`src/rtl/ddr_vec_op_pkg.sv`:
```
// Shared types and helpers for the DDR vector-operation engine.
//   state_t  : engine phase encoding
//   op_t     : element-wise operation selected by op_sel
//   RD_CMD / WR_CMD : UI command codes
//   apply_op : element-wise operation, evaluated at OP_MAX_W bits; callers
//              keep the low APP_DATA_WIDTH bits, which gives the wrap-around
//              result because add/sub/xor low bits never depend on high bits.
package ddr_vec_op_pkg;

   typedef enum logic [2:0] {
      ST_IDLE = 3'd0,
      ST_FILL = 3'd1,
      ST_RD_A = 3'd2,
      ST_RD_B = 3'd3,
      ST_WB   = 3'd4,
      ST_CHK  = 3'd5,
      ST_DONE = 3'd6
   } state_t;

   typedef enum logic [1:0] {
      OP_ADD    = 2'd0,
      OP_SUB    = 2'd1,
      OP_XOR    = 2'd2,
      OP_PASS_A = 2'd3
   } op_t;

   localparam logic [2:0] RD_CMD = 3'b001;
   localparam logic [2:0] WR_CMD = 3'b000;

   // Widest APP_DATA_WIDTH the engine supports.
   localparam int OP_MAX_W = 512;

   function automatic logic [OP_MAX_W-1:0] apply_op(
      input op_t                 op,
      input logic [OP_MAX_W-1:0] a,
      input logic [OP_MAX_W-1:0] b
   );
      logic [OP_MAX_W-1:0] r;
      case (op)
         OP_ADD:  r = a + b;
         OP_SUB:  r = a - b;
         OP_XOR:  r = a ^ b;
         default: r = a;
      endcase
      return r;
   endfunction

endpackage

```
`src/rtl/ddr_ui_burst_issuer.sv`:
```
// Issues a burst of UI commands: count commands starting at base, address
// advancing by STRIDE per accepted command. Shared by every engine phase.
// Ports:
//   clk, clr          : clock, synchronous clear (engine reset/abort)
//   launch            : load cmd/base/count and begin issuing
//   launch_cmd/base/count : burst description sampled on launch
//   app_rdy           : UI command ready
//   app_en/app_cmd/app_addr : UI command outputs, held until accepted
//   accepted          : commands accepted since the last launch
module ddr_ui_burst_issuer
   import ddr_vec_op_pkg::*;
#(
   parameter int                ADDR_W     = 32,
   parameter int                CNT_W      = 8,
   parameter int                STRIDE     = 8,
   parameter logic [ADDR_W-1:0] RESET_ADDR = '0
) (
   input  logic              clk,
   input  logic              clr,
   input  logic              launch,
   input  logic [2:0]        launch_cmd,
   input  logic [ADDR_W-1:0] launch_base,
   input  logic [CNT_W-1:0]  launch_count,
   input  logic              app_rdy,
   output logic              app_en,
   output logic [2:0]        app_cmd,
   output logic [ADDR_W-1:0] app_addr,
   output logic [CNT_W-1:0]  accepted
);

   // Down-counter of commands still to be accepted; terminal count at 1
   // drops app_en on the cycle the last command is taken.
   logic [CNT_W-1:0] remaining;

   always_ff @(posedge clk) begin
      if (clr) begin
         app_en    <= 1'b0;
         app_cmd   <= WR_CMD;
         app_addr  <= RESET_ADDR;
         accepted  <= '0;
         remaining <= '0;
      end else if (launch) begin
         app_en    <= (launch_count != '0);
         app_cmd   <= launch_cmd;
         app_addr  <= launch_base;
         accepted  <= '0;
         remaining <= launch_count;
      end else if (app_en && app_rdy) begin
         accepted  <= accepted + CNT_W'(1);
         remaining <= remaining - CNT_W'(1);
         app_addr  <= app_addr + ADDR_W'(STRIDE);
         if (remaining == CNT_W'(1))
            app_en <= 1'b0;
      end
   end

endmodule

```
`src/rtl/ddr_vec_op_engine.sv`:
```
// DDR vector-operation engine. Fills operand regions A and B with a seeded
// ramp, reads A into a local buffer, folds B into it with op_sel, writes the
// result region and (optionally) reads it back and compares.
// Optional feature macro: DDR_VEC_OP_CHECK_EN -- when defined, WB is followed
// by a CHK readback phase; otherwise WB goes straight to DONE and
// compare_error / err_cnt are tied to 0.
// Ports:
//   clk, rst (sync, active-high), init_calib_complete
//   UI command : app_cmd, app_addr, app_en, app_rdy
//   UI write   : app_wdf_data, app_wdf_mask (0), app_wdf_end, app_wdf_wren, app_wdf_rdy
//   UI read    : app_rd_data, app_rd_data_valid
//   control    : start, op_sel, seed -> busy, done, compare_error, err_cnt
//
// state   | meaning
// IDLE    | waiting for start
// FILL    | write 2*VEC_LEN ramp words from BASE_A (A then B)
// RD_A    | read A into vec_buf
// RD_B    | read B, vec_buf[i] = op(vec_buf[i], B[i])
// WB      | write vec_buf to BASE_R
// CHK     | read BASE_R back and compare against vec_buf
// DONE    | finished, done held until next start
module ddr_vec_op_engine
   import ddr_vec_op_pkg::*;
#(
   parameter int APP_DATA_WIDTH = 32,
   parameter int APP_ADDR_WIDTH = 32,
   parameter int VEC_LEN        = 10,
   parameter int ADDR_STRIDE    = 8,
   parameter int BASE_A         = 0,
   parameter int BASE_B         = 8 * VEC_LEN,
   parameter int BASE_R         = 400
) (
   input  logic                        clk,
   input  logic                        rst,
   input  logic                        init_calib_complete,
   input  logic                        app_rdy,
   input  logic                        app_wdf_rdy,
   input  logic                        app_rd_data_valid,
   input  logic [APP_DATA_WIDTH-1:0]   app_rd_data,
   output logic [2:0]                  app_cmd,
   output logic [APP_ADDR_WIDTH-1:0]   app_addr,
   output logic                        app_en,
   output logic [APP_DATA_WIDTH-1:0]   app_wdf_data,
   output logic [APP_DATA_WIDTH/8-1:0] app_wdf_mask,
   output logic                        app_wdf_end,
   output logic                        app_wdf_wren,
   input  logic                        start,
   input  logic [1:0]                  op_sel,
   input  logic [APP_DATA_WIDTH-1:0]   seed,
   output logic                        busy,
   output logic                        done,
   output logic                        compare_error,
   output logic [6:0]                  err_cnt
);

   localparam int                CNT_W     = 8;
   localparam logic [CNT_W-1:0]  VEC_CNT   = CNT_W'(VEC_LEN);
   localparam logic [CNT_W-1:0]  VEC_LAST  = CNT_W'(VEC_LEN - 1);
   localparam logic [CNT_W-1:0]  FILL_CNT  = CNT_W'(2 * VEC_LEN);
   localparam int                IDX_W     = (VEC_LEN > 1) ? $clog2(VEC_LEN) : 1;
   localparam int                BUF_N     = 1 << IDX_W;

   state_t                      state, state_nxt;
   logic                        calib_q, abort, start_ok;
   op_t                         op_q;
   logic [APP_DATA_WIDTH-1:0]   seed_q;
   // Data-beat counter: write beats in FILL/WB, returned read beats otherwise.
   logic [CNT_W-1:0]            dcnt;
   logic [CNT_W-1:0]            cmd_cnt, phase_total;
   logic [IDX_W-1:0]            idx;
   logic                        rd_phase, rd_beat, wr_beat, last_rd_beat, wr_phase_done;
   logic [APP_DATA_WIDTH-1:0]   vec_buf [BUF_N];
   logic [OP_MAX_W-1:0]         op_full;
   logic [APP_DATA_WIDTH-1:0]   op_res;

   logic                        launch;
   logic [2:0]                  launch_cmd;
   logic [APP_ADDR_WIDTH-1:0]   launch_base;
   logic [CNT_W-1:0]            launch_count;

   assign abort        = rst || !calib_q;
   assign start_ok     = start && calib_q && (state == ST_IDLE || state == ST_DONE);
   assign phase_total  = (state == ST_FILL) ? FILL_CNT : VEC_CNT;
   assign idx          = dcnt[IDX_W-1:0];
   assign rd_phase     = (state == ST_RD_A) || (state == ST_RD_B) || (state == ST_CHK);
   assign rd_beat      = rd_phase && app_rd_data_valid;
   assign last_rd_beat = rd_beat && (dcnt == VEC_LAST);
   assign app_wdf_wren = ((state == ST_FILL) || (state == ST_WB)) && (dcnt != phase_total);
   assign app_wdf_end  = app_wdf_wren;
   assign app_wdf_mask = '0;
   assign wr_beat      = app_wdf_wren && app_wdf_rdy;
   assign wr_phase_done = (cmd_cnt == phase_total) && (dcnt == phase_total);
   assign busy         = (state == ST_FILL) || (state == ST_RD_A) || (state == ST_RD_B) ||
                         (state == ST_WB)   || (state == ST_CHK);

   assign op_full = apply_op(op_q, OP_MAX_W'(vec_buf[idx]), OP_MAX_W'(app_rd_data));
   assign op_res  = op_full[APP_DATA_WIDTH-1:0];

   always_comb begin
      app_wdf_data = seed_q + (APP_DATA_WIDTH'(dcnt) << 3);
      if (state == ST_WB)
         app_wdf_data = vec_buf[idx];
   end

   always_comb begin
      state_nxt    = state;
      launch       = 1'b0;
      launch_cmd   = WR_CMD;
      launch_base  = APP_ADDR_WIDTH'(BASE_A);
      launch_count = VEC_CNT;
      case (state)
         ST_IDLE, ST_DONE: begin
            if (start_ok) begin
               state_nxt    = ST_FILL;
               launch       = 1'b1;
               launch_count = FILL_CNT;
            end
         end
         ST_FILL: begin
            if (wr_phase_done) begin
               state_nxt  = ST_RD_A;
               launch     = 1'b1;
               launch_cmd = RD_CMD;
            end
         end
         ST_RD_A: begin
            if (last_rd_beat) begin
               state_nxt   = ST_RD_B;
               launch      = 1'b1;
               launch_cmd  = RD_CMD;
               launch_base = APP_ADDR_WIDTH'(BASE_B);
            end
         end
         ST_RD_B: begin
            if (last_rd_beat) begin
               state_nxt   = ST_WB;
               launch      = 1'b1;
               launch_base = APP_ADDR_WIDTH'(BASE_R);
            end
         end
         ST_WB: begin
            if (wr_phase_done) begin
`ifdef DDR_VEC_OP_CHECK_EN
               state_nxt   = ST_CHK;
               launch      = 1'b1;
               launch_cmd  = RD_CMD;
               launch_base = APP_ADDR_WIDTH'(BASE_R);
`else
               state_nxt   = ST_DONE;
`endif
            end
         end
         ST_CHK: begin
            if (last_rd_beat)
               state_nxt = ST_DONE;
         end
         default: state_nxt = ST_IDLE;
      endcase
   end

   always_ff @(posedge clk) begin
      if (rst)
         calib_q <= 1'b0;
      else
         calib_q <= init_calib_complete;
   end

   always_ff @(posedge clk) begin
      if (abort) begin
         state  <= ST_IDLE;
         dcnt   <= '0;
         done   <= 1'b0;
         op_q   <= OP_ADD;
         seed_q <= '0;
      end else begin
         state <= state_nxt;
         if (launch)
            dcnt <= '0;
         else if (wr_beat || rd_beat)
            dcnt <= dcnt + CNT_W'(1);
         if (start_ok) begin
            op_q   <= op_t'(op_sel);
            seed_q <= seed;
            done   <= 1'b0;
         end else if (state_nxt == ST_DONE) begin
            done <= 1'b1;
         end
      end
   end

   always_ff @(posedge clk) begin
      if (!abort && rd_beat) begin
         if (state == ST_RD_A)
            vec_buf[idx] <= app_rd_data;
         else if (state == ST_RD_B)
            vec_buf[idx] <= op_res;
      end
   end

`ifdef DDR_VEC_OP_CHECK_EN
   always_ff @(posedge clk) begin
      if (abort || start_ok) begin
         compare_error <= 1'b0;
         err_cnt       <= '0;
      end else if (state == ST_CHK && rd_beat && app_rd_data != vec_buf[idx]) begin
         compare_error <= 1'b1;
         if (err_cnt != 7'd127)
            err_cnt <= err_cnt + 7'd1;
      end
   end
`else
   assign compare_error = 1'b0;
   assign err_cnt       = '0;
`endif

   ddr_ui_burst_issuer #(
      .ADDR_W     (APP_ADDR_WIDTH),
      .CNT_W      (CNT_W),
      .STRIDE     (ADDR_STRIDE),
      .RESET_ADDR (APP_ADDR_WIDTH'(BASE_A))
   ) u_issuer (
      .clk          (clk),
      .clr          (abort),
      .launch       (launch),
      .launch_cmd   (launch_cmd),
      .launch_base  (launch_base),
      .launch_count (launch_count),
      .app_rdy      (app_rdy),
      .app_en       (app_en),
      .app_cmd      (app_cmd),
      .app_addr     (app_addr),
      .accepted     (cmd_cnt)
   );

endmodule

```
`config.mk`:
```
export PLATFORM = sky130hd
export DESIGN_NAME = ddr_vec_op_engine
export DESIGN_NICKNAME = d
export VERILOG_FILES = /design/src/rtl/ddr_vec_op_pkg.sv /design/src/rtl/ddr_ui_burst_issuer.sv /design/src/rtl/ddr_vec_op_engine.sv
export SDC_FILE = /design/constraint.sdc
export NUM_CORES = 1
export LEC_CHECK = 0
export BUFFER_PORTS_ARGS = -buffer_cell sky130_fd_sc_hd__buf_2
export CORE_MARGIN = 5
export CORE_UTILIZATION = 40
export DETAILED_ROUTE_END_ITERATION = 8
export PLACE_DENSITY = 0.55
export SLEW_MARGIN = 10
export SYNTH_ARGS = -nofsm -noshare
export SYNTH_HDL_FRONTEND = slang
export SYNTH_SLANG_ARGS = --single-unit
```
`constraint.sdc`:
```
create_clock -name clk -period 5 [get_ports clk]
set_clock_uncertainty 0.15 [all_clocks]
set_input_delay 0.5 -clock clk [delete_from_list [all_inputs] [get_ports clk]]
set_output_delay 0.5 -clock clk [all_outputs]
set_load 0.05 [all_outputs]
```
# Yosys cells after proc, flatten, opt, wreduce, memory -nomap -nowiden
# Memories as Yosys holds them, arrays and structs flattened. A register that Yosys moved wholly into a read port is not among the register bits.
# Cells that the tools add are included.
op_classes:
  n_addsub: 7
  eq_ne: 14
  n_mux: 39
  n_bitwise: 2
  n_reduce_logical: 31
op_table:
  columns: ["operator", "count"]
  rows:
  - ["$mux W32", 4]
  - ["$pmux W32 S3", 1]
  - ["$add A32 B11 Y32", 1]
  - ["$add A32 B32 Y32", 1]
  - ["$add A32 B4 Y32 const B", 1]
  - ["$sub A32 B32 Y32", 1]
  - ["$xor A32 B32 Y32", 1]
  - ["$mux W3", 6]
  - ["$pmux W3 S6", 1]
  - ["$pmux W9 S2", 1]
  - ["$add A8 B1 Y8 const B", 2]
  - ["$eq A8 B5 Y1", 2]
  - ["$mux W8", 2]
  - ["$mux W1", 15]
  - ["$mux W5", 3]
  - ["$eq A3 B3 Y1 const B", 4]
  - ["$logic_or A1 B1 Y1", 10]
  - ["$logic_and A1 B1 Y1", 9]
  - ["$mux W9", 1]
  - ["$eq A8 B1 Y1 const B", 1]
  - ["$eq A8 B4 Y1 const B", 1]
  - ["$mux W4", 2]
  - ["$ne A8 B5 Y1", 1]
  - ["$reduce_bool A8 Y1", 1]
  - ["15 further kinds", 21]
word_totals:
  reg_bits: 99
  ramBits: 512
  inputBits: 73
  output_inout_bits: 84
  word_cells: 105
  n_memories: 1
mem_list:
  columns: ["memory", "depth", "word_bits", "read_ports", "rd_ports_with_merged_regs", "wr", "line_no", "source"]
  rows:
  - ["vec_buf", 16, 32, 1, 1, 1, "ddr_vec_op_engine.sv:72", "logic [APP_DATA_WIDTH-1:0] vec_buf [BUF_N];"]

# Longest topological paths before layout
# Gate-level depths: netlist (run 1).
logic_depth:
  ltp_word: 9
  depth_mapped: 18
  ltp_nobuf: 18

# Hierarchy
# Synthesis (run 1) repeated with hierarchy kept, for this count alone.
hier_totals:
  cells_unflattened: 2111
  area_unflattened_um2: 28949.0
by_module_without_submodules:
  columns: ["mod", "instances", "cells_each", "area_per_inst_um2"]
  rows:
  - ["ddr_vec_op_engine", 1, 1770, 26185.1]
  - ["ddr_ui_burst_issuer", 1, 341, 2763.9]

# Worst setup path before layout (run 1)
# Ideal clock, no wire load.
synth_timing:
  path_type: "in2reg"
  from: "in app_rd_data[10]"
  to: "mem vec_buf[0][29], data pin"
  setup_ps: 341
  arrival_ps: 4506
  t_required_ps: 4509
  slack_ps: 4
  stages: 16
  path_buffers: 2
  cell_sequence: "buf_2 -> or4_1 -> nand2b_1 -> or3_1 -> nor2_1 -> nand2_1 -> o31a_1 -> xnor2_1 -> ha_1 -> clkbuf_1 -> nand2_1 -> nor3_1 -> a21bo_2 -> a21boi_0 -> nor3_1 -> o31ai_1"
synth_via:
  elab_chain_len: 3
  elab_cells_between_ends: 4
  classes_between: "add/sub (2); mux (2)"
synth_rtl:
  columns: ["element", "line_no", "source"]
  rows:
  - ["start: declaration", "ddr_vec_op_engine.sv:39", "input logic [APP_DATA_WIDTH-1:0] app_rd_data,"]
  - ["$sub A32 B32 Y32 / $add A32 B32 Y32 (equally long branches)", "ddr_vec_op_pkg.sv:41, ddr_vec_op_pkg.sv:40", null]
  - ["$pmux W32 S3 (*)", "ddr_vec_op_pkg.sv:39", "case (op)"]
  - ["$mux W32 (no source line) (*)", null, null]
  - ["end: declaration", "ddr_vec_op_engine.sv:72", null]
# Every way passes the cells marked *; elsewhere a longest branch is shown, timed or not.

==> results of run 1 <==
==> sequential cells by signal, summed over array words and instances, names as in the netlist, named ones only <==
name                flops
u_issuer.app_en         1
done                    1
u_issuer.accepted       8
u_issuer.remaining      8
dcnt                    8
state                   3
op_q                    2
vec_buf               512
calib_q                 1
u_issuer.app_addr      29
seed_q                 32
u_issuer.app_cmd        1
==> cell type report <==
cell class	count	area (um^2)
diodes	7	17.52
clock buffers	86	1810
clock inverters	31	257.7
fillers	6139	36890
inverters	37	138.9
multi-input cells	1252	10360
flip-flops and latches	610	17350
well taps	940	1176
repair buffers	293	2026
==> through the flow <==
step,util,std cells,power [mW]
after floorplan,-,2022,5.879
after global placement,0.4388,3101,6.004
after detailed placement,0.4388,3101,6.012
after CTS,0.4726,3248,10.74
after global routing,0.4731,3251,11.00
final,0.4732,3256,10.62
==> per-layer routing <==
metal | track usage | up-vias | part of all wire
met5 | 0 | - | 0.0011
met4 | 0.04626 | 14 | 0.019
met3 | 0.04094 | 110 | 0.079
met2 | 0.3184 | 664 | 0.46
met1 | 0.2964 | 9326 | 0.45
li1 | - | 8197 | -
==> layout by cell type (no fill, tap or decap), types with 25 or more instances in the layout <==
| cell | n |
|---|---|
| sky130_fd_sc_hd__o21ai_0 | 66 |
| sky130_fd_sc_hd__xor2_1 | 64 |
| sky130_fd_sc_hd__xnor2_1 | 70 |
| sky130_fd_sc_hd__edfxtp_1 | 512 |
| sky130_fd_sc_hd__dfxtp_1 | 92 |
| sky130_fd_sc_hd__nor2_1 | 120 |
| sky130_fd_sc_hd__clkbuf_16 | 69 |
| sky130_fd_sc_hd__nand2_1 | 227 |
| sky130_fd_sc_hd__buf_2 | 139 |
| sky130_fd_sc_hd__nor3_1 | 25 |
| sky130_fd_sc_hd__dlygate4sd3_1 | 30 |
| sky130_fd_sc_hd__mux4_2 | 159 |
| sky130_fd_sc_hd__ha_1 | 48 |
| sky130_fd_sc_hd__nand3_1 | 33 |
| sky130_fd_sc_hd__buf_4 | 116 |
| sky130_fd_sc_hd__a21oi_1 | 116 |
| sky130_fd_sc_hd__inv_1 | 37 |
==> logic make-up after synthesis <==
group	share of synthesized area
AO/OA/AOI/OAI	0.07537
XOR/XNOR	0.04151
adder cells (fa/ha/maj)	0.02266
buffers and inverters	0.02686
flip-flops	0.6132
multiplexers	0.1337
other	0.0001326
AND/OR/NAND/NOR	0.08656
==> how the worst max path moves through the flow <==
stage                            to  cells after the start  slack, ns       startpoint
floorplan            vec_buf[0][29]                     16      0.004  app_rd_data[10]
global placement     vec_buf[8][25]                     16       0.15  app_rd_data[12]
detailed placement   vec_buf[0][30]                     17       0.05  app_rd_data[12]
CTS                 vec_buf[11][30]                     12       0.04        flip-flop
global route         vec_buf[0][24]                     15      0.009        flip-flop
finish               vec_buf[5][31]                     13       0.26        flip-flop
==> tightest hold or removal path, stage by stage <==
cell,delay (ns)
sky130_fd_sc_hd__buf_2,0.10
sky130_fd_sc_hd__nand2_1,0.07
sky130_fd_sc_hd__a21oi_1,0.06
==> power by group <==
group | switching [mW] | internal [mW]
Combinational | 0.268 | 0.152
Sequential | 0.00400 | 5.50
Clock | 1.98 | 2.72
Total | 2.25 | 8.37
==> timing repair <==
item,4_1_cts,5_1_grt
resized for setup,0,5
hold buffers,30,0
endpoints found under the hold margin,29,0
endpoints found under the setup margin,0,96
setup buffers,0,1
==> flow_results.org, run 1 <==
** Power and ir drop
- The worst-case IR drop observed on VDD is 0.2877 mV.
- Power per standard cell area :: 320.6 nW/um^2
- Leakage component of the power :: 11.07 nW

** STA
- Clock period minus final worst setup slack :: 4.742 ns
- Final period utilization :: 0.9485
- Across all hold checks on the routed design, the worst slack comes to 0.02693 ns.
- Derived from the worst setup path, the maximum achievable clock frequency is 210.9 MHz.
- Setup repair after global routing left no endpoint under its margin.
- Slew headroom :: 0.2582
- Final max-slew violation count :: 0
- Slew of the pin with the lowest slew margin :: 1.110 ns
- Adding up every negative setup slack in the final design gives 0 ns.
- Setup violations remaining at the end of the flow were counted as 0.
- The final hold violation count is 0.
- After layout, the worst setup slack is between 0.2 and 0.3 ns.

** Logic synthesis
- Synth top area share :: 0.5438
- Cell types with the largest area share after synthesis :: sky130_fd_sc_hd__edfxtp_1 54%, sky130_fd_sc_hd__mux4_2 13%, sky130_fd_sc_hd__dfxtp_1 6.9%
- For this run, asynchronously set or reset flops after synthesis account for 0.
- Dividing the synthesized area by the synthesized cell count gives 14.09 um^2.
- Synthesis instantiated between 70 and 80 different standard cells from the library.
- Number of storage elements in the synthesis netlist :: 610
- Cell accounting for the most synthesized area :: sky130_fd_sc_hd__edfxtp_1
- Most common flop cell mapped by yosys :: sky130_fd_sc_hd__edfxtp_1
- Synthesis handed over a netlist of 2006 instances.
- Cell Area, Synth :: 28270 um^2
- EDFF count, synth :: 512
- Yosys instantiated no cell more often than sky130_fd_sc_hd__edfxtp_1.
- Warning count from the yosys run :: 0
- Sequential area share after synthesis :: 0.6132
- In the synthesized netlist, the cells that appear most often are 512 x sky130_fd_sc_hd__edfxtp_1, 228 x sky130_fd_sc_hd__nand2_1, 159 x sky130_fd_sc_hd__mux4_2, 132 x sky130_fd_sc_hd__nor2_1, 118 x sky130_fd_sc_hd__a21oi_1.

** CTS
- CTS tree :: yes
- Number of clock buffers inserted by TritonCTS :: between 60 and 70
- Worst-skew pair later-pin latency :: 0.62 ns
- The tree built by TritonCTS fans out to 610 sinks.
- CTS HTree Levels :: 3
- After clock tree synthesis, the clock-pin slew on the worst setup and hold paths is 0.06 ns.
- Buffer levels on the longest clock path :: 3
- The cell sitting at the root of the clock tree is a sky130_fd_sc_hd__clkbuf_16.

** Floorplanning
- From left edge to right edge, the die measures 275.9 um.
- From bottom edge to top edge, the die measures 275.9 um.
- Row generation in the floorplan step produced 97 rows.
- I/O pin total :: roughly 160
- Starting density of the core :: 0.4037
- The floorplan step defined a die boundary enclosing ~76000 um^2.
- The floorplan step defined a core boundary enclosing 70030 um^2.

** Global routing
- The initial antenna violation count came to 15.
- Global routing finished with a remaining overflow of 0.
- Global Route Usage Sum :: 0.2034
- The number of global-route vias before repair is 17828.
- First-pass GRT wire length :: 115700 um
- Entering global routing, the biggest net connects between 40 and 50 pins.

** Run
- Max-cap violations in this run came to 0.

** Critical path
- The number of cells on the worst reg-to-reg path is 13.
- Data on the critical path arrives at its endpoint at 4.77 ns.
- Worst r2r dst :: vec_buf[5][31]
- For flop-to-flop paths, the worst setup slack is about 0.26 ns.
- Max incr delay on CP :: 0.54 ns
- Crit-path most repeated cell :: sky130_fd_sc_hd__mux4_2
- By startpoint and endpoint, the worst setup path is classified as reg2reg.
- Slowest cell on the critical path :: sky130_fd_sc_hd__mux4_2
- In this run the worst path has a maximum fanout of 27.
- Type of origin of the critical path :: flip-flop
- Data on the critical path is required at its endpoint by 5.03 ns.
- STA classifies the critical path endpoint as a flip-flop.
- Cell family with most CP delay :: multiplexers
- Counting both buffers and inverters, the worst setup path holds a total of 2.
- Ordered list of cells on the worst path :: buf_16 > mux4_2 > mux4_2 > ha_1 > and3_1 > and4_1 > o21ai_0 > a21o_1 > buf_4 > a21bo_2 > a21oi_1 > o31a_1 > nand3_1

** Placed design
- Routability-driven placement finished with a final weighted congestion of 0.8745.
- Before CTS, the worst setup slack after placement is roughly 0.054 ns.
- Once placement finished, the instance area stood at slightly above 30000 um^2.
- Input/output buffers :: about 140
- Post-detailed-placement half-perimeter wirelength :: 51540 um

** Finish
- Area of all placed cells without fillers :: about 33000 um^2
- Nets :: 2384
- Synth-to-layout area growth :: 17.21%
- Of the cells placed in the final design, the portion with a size suffix greater than 1 is 0.2456.

** Route
- Final antenna-violating net count :: 0
- The routed layout has 18311 vias.
- Number of vias per cell :: about 5.6
- The first routing iteration left 1540 violations.
- Wires add up to 78130 um.
- After detailed routing, the average wire length per cell comes to 24.00 um.
- The first detailed-routing pass took 8 iterations.
- Residual DRC count :: 0

** Worst hold path
- Destination of the worst hold path :: seed_q[23]
- Hold Crit Class :: in2reg
- Counting instances, the worst hold path has a depth of 3.
- Worst Min Path Start :: seed[23]

** Run status
- Status :: complete, no violations
Power figures use the tool's default switching activity.
==> run 2: changes to the inputs <==
--- a/config.mk
+++ b/config.mk
@@ -9,7 +9,7 @@
 export CORE_MARGIN = 5
 export CORE_UTILIZATION = 40
 export DETAILED_ROUTE_END_ITERATION = 8
-export PLACE_DENSITY = 0.55
+export PLACE_DENSITY = 0.53
 export SLEW_MARGIN = 10
 export SYNTH_ARGS = -nofsm -noshare
 export SYNTH_HDL_FRONTEND = slang
==> constraint.sdc (replaced) <==
create_clock -name clk -period 4.45 [get_ports clk]
set_clock_uncertainty 0.15 [all_clocks]
set_input_delay 0.445 -clock clk [delete_from_list [all_inputs] [get_ports clk]]
set_output_delay 0.445 -clock clk [all_outputs]
set_load 0.05 [all_outputs]
==> flow_results.org, run 2 (synthesis results as in run 1) <==
** Global routing
- Initial antenna violation count :: 14
- Global Route Usage Sum :: 0.2113
- Vias in the first global route :: 18462
- Entering global routing, the biggest net connects 45 pins.
- Total congestion overflow :: 0
- The first global-routing pass estimated roughly 120000 um of wire.

** CTS
- Clock-pin transition on the worst setup and hold timing paths :: 0.06 ns
- The number of clock buffers added by TritonCTS is 68.
- CTS HTree Levels :: 3
- Buffer type at the clock tree root :: sky130_fd_sc_hd__clkbuf_16
- Count of clock tree sinks :: between 600 and 700
- For the worst-skew pair, the clock arrives at the later sink with an insertion delay of about 0.61 ns.
- TritonCTS built the clock tree.
- The longest clock path from root to sink contains 3 buffers.

** Floorplanning
- I/O pin total :: between 150 and 200
- Die Y :: 275.9 um
- Die outline area :: 76100 um^2
- For this configuration, the core starts out at a cell density of 0.4037.
- The floorplan has 97 rows.
- After floorplanning, the core was sized to cover 70030 um^2.
- From left edge to right edge, the die measures roughly 280 um.

** Route
- Residual DRC count :: 0
- Initial DRC Count :: 1555
- Wire length per cell after detailed routing :: 24.31 um
- Overall routed net length :: 81980 um
- The detail route stage leaves a number of antenna-violating nets equal to 0.
- The detailed router placed 18813 vias in this run.
- After detailed routing, the number of vias per cell comes to 5.579.
- The first detailed-routing pass took 8 iterations.

** Critical path
- Worst r2r dst :: vec_buf[13][27]
- Setup slack on the worst reg-to-reg path comes out at 0.07 ns.
- Type of origin of the critical path :: flip-flop
- Worst path arrival time :: 4.57 ns
- Data required, critical path :: around 4.6 ns
- Crit Path Class :: reg2reg
- The worst setup path is captured at a flip-flop.
- Number of cell instances on the worst register-to-register path :: 15
- Crit path max fanout :: 16

** Finish
- The register with the most flip-flops in the layout has 512 of them.
- Once layout is complete, the utilization of the core stands at 0.4964.
- Fraction of final layout cells with drive strength greater than 1 :: 0.2935
- Synth-to-layout area growth :: 22.96%
- Register containing the most flip-flops in the final layout :: vec_buf
- Leaving out fill and tap cells, the most frequent cell in the layout is sky130_fd_sc_hd__edfxtp_1.
- Largest registers :: vec_buf x512, seed_q x32, u_issuer.app_addr x29
- Highest-count cells in the layout ignoring fill and taps :: 512 x sky130_fd_sc_hd__edfxtp_1, 227 x sky130_fd_sc_hd__nand2_1, 189 x sky130_fd_sc_hd__buf_4
- Nets :: between 2000 and 2500

** STA
- Unrepaired setup endpoints after global routing :: yes
- Number of hold-slack violations in the final timing report :: 0
- Final max-slew violation count :: 0
- Of the available clock period, the critical path in the final layout requires 0.9836.
- Derived from the worst setup path, the maximum achievable clock frequency is ~230 MHz.
- Slew of the pin with the lowest slew margin :: 1.085 ns
- Headroom to the max-slew limit came out at 0.2766.
- Setup violations remaining at the end of the flow were counted as 0.
- After layout, the minimum clock period comes to 4.377 ns.
- Once routing completed, OpenROAD measured the worst setup slack at 0.07291 ns.
- Setup total negative slack on the finished layout was measured at 0 ns.

** Run status
- Status :: complete, no violations

** Placed design
- Routability-driven placement finished with a final weighted congestion of a little under 0.9.
- Once detailed placement completed, the half-perimeter wirelength came to 51520 um.
- Timing analysis after detailed placement gives a worst setup slack of -0.3770 ns.
- Input/output buffers :: 139

** Worst hold path
- In this run the most critical hold path is launched from app_rdy.
- Hold Crit Class :: in2reg
- Hold Path Cell Cnt :: 4
- Destination of the worst hold path :: u_issuer.app_en

** Power and ir drop
- Worst ir drop on vdd :: 0.2544 mV
- For this design the static power due to leakage is roughly 12 nW.
- Power per standard cell area :: 358.2 nW/um^2

** Run
- Across the run, the number of max-cap violations was 0.
[run 2: cell count changes in the layout (fill, tap and decap cells not counted), sizes merged]
cell / delta
buf: +99
clkinv: +2
inv: +1
diode: -1
clkinvlp: +6
dlygate4sd3: +6
bufinv: +4
clkbuf: -1
[run 2: timing repair]
| action | 4_1_cts | 5_1_grt |
|---|---|---|
| gates resized for setup | 11 | 52 |
| setup buffers | 3 | 11 |
| gates cloned | 0 | 4 |
| setup endpoints to repair | 162 | 259 |
| hold buffers | 36 | 0 |
| pin swaps | 2 | 7 |
| endpoints found under the hold margin | 35 | 0 |
[run 2: final cells by class]
class | count | area [um^2]
fillers | 5991 | 35260
flip-flops and latches | 610 | 17350
multi-input cells | 1252 | 10590
repair buffers | 402 | 3217
clock buffers | 81 | 1836
well taps | 940 | 1176
clock inverters | 44 | 439.2
inverters | 37 | 138.9
diodes | 6 | 15.01
[run 2: report_power, final]
group,switching [mW],internal [mW],leakage [nW]
clock network,2.33,3.38,1.09
logic,0.328,0.230,5.32
registers,0.00397,6.18,5.39
total,2.66,9.79,11.8
[run 2: metrics by stage]
| step | hold slack (ns) | total power [mW] | std cells | area [um^2] |
|---|---|---|---|---|
| 5_1_grt | 0.1378 | 12.85 | 3367 | 34750 |
| 6_report | 0.1094 | 12.45 | 3372 | 34760 |
| 4_1_cts | 0.07150 | 12.55 | 3351 | 34350 |
| 3_3_place_gp | 0.2952 | 6.804 | 3187 | 31630 |
| 3_5_place_dp | 0.3065 | 6.811 | 3187 | 31630 |
| 2_1_floorplan | 0.2866 | 6.610 | 2022 | 28380 |
[run 2: per-layer routing]
metal	vias to the layer above	track usage	share of wire
met1	9647	0.2993	0.44
met2	592	0.3373	0.46
met4	18	0.05257	0.020
met5	-	0	0.0014
li1	8435	-	-
met3	121	0.04372	0.072
[run 2: worst max-delay path, stage by stage, from the launching register on]
cell and delay [ns]:
sky130_fd_sc_hd__dfxtp_4 0.46, sky130_fd_sc_hd__buf_12 0.19, sky130_fd_sc_hd__buf_12 0.17, sky130_fd_sc_hd__mux4_2 0.52
sky130_fd_sc_hd__mux4_2 0.60, sky130_fd_sc_hd__ha_4 0.30, sky130_fd_sc_hd__a21oi_1 0.19, sky130_fd_sc_hd__nand2_1 0.08
sky130_fd_sc_hd__a221o_1 0.32, sky130_fd_sc_hd__a31oi_1 0.16, sky130_fd_sc_hd__buf_4 0.15, sky130_fd_sc_hd__a21oi_2 0.07
sky130_fd_sc_hd__o211a_1 0.25, sky130_fd_sc_hd__o21ai_0 0.16, sky130_fd_sc_hd__nand3b_1 0.14, sky130_fd_sc_hd__buf_6 0.18
[run 2: how the worst max path moves through the flow]
stage,endpoint,from,slack [ns]
floorplan,vec_buf[0][9],flip-flop,0.0002
global placement,vec_buf[1][29],app_rd_data[12],-0.35
detailed placement,vec_buf[3][29],app_rd_data[12],-0.38
CTS,vec_buf[10][19],flip-flop,-0.01
global route,vec_buf[14][20],flip-flop,-0.04
finish,vec_buf[13][27],flip-flop,0.07
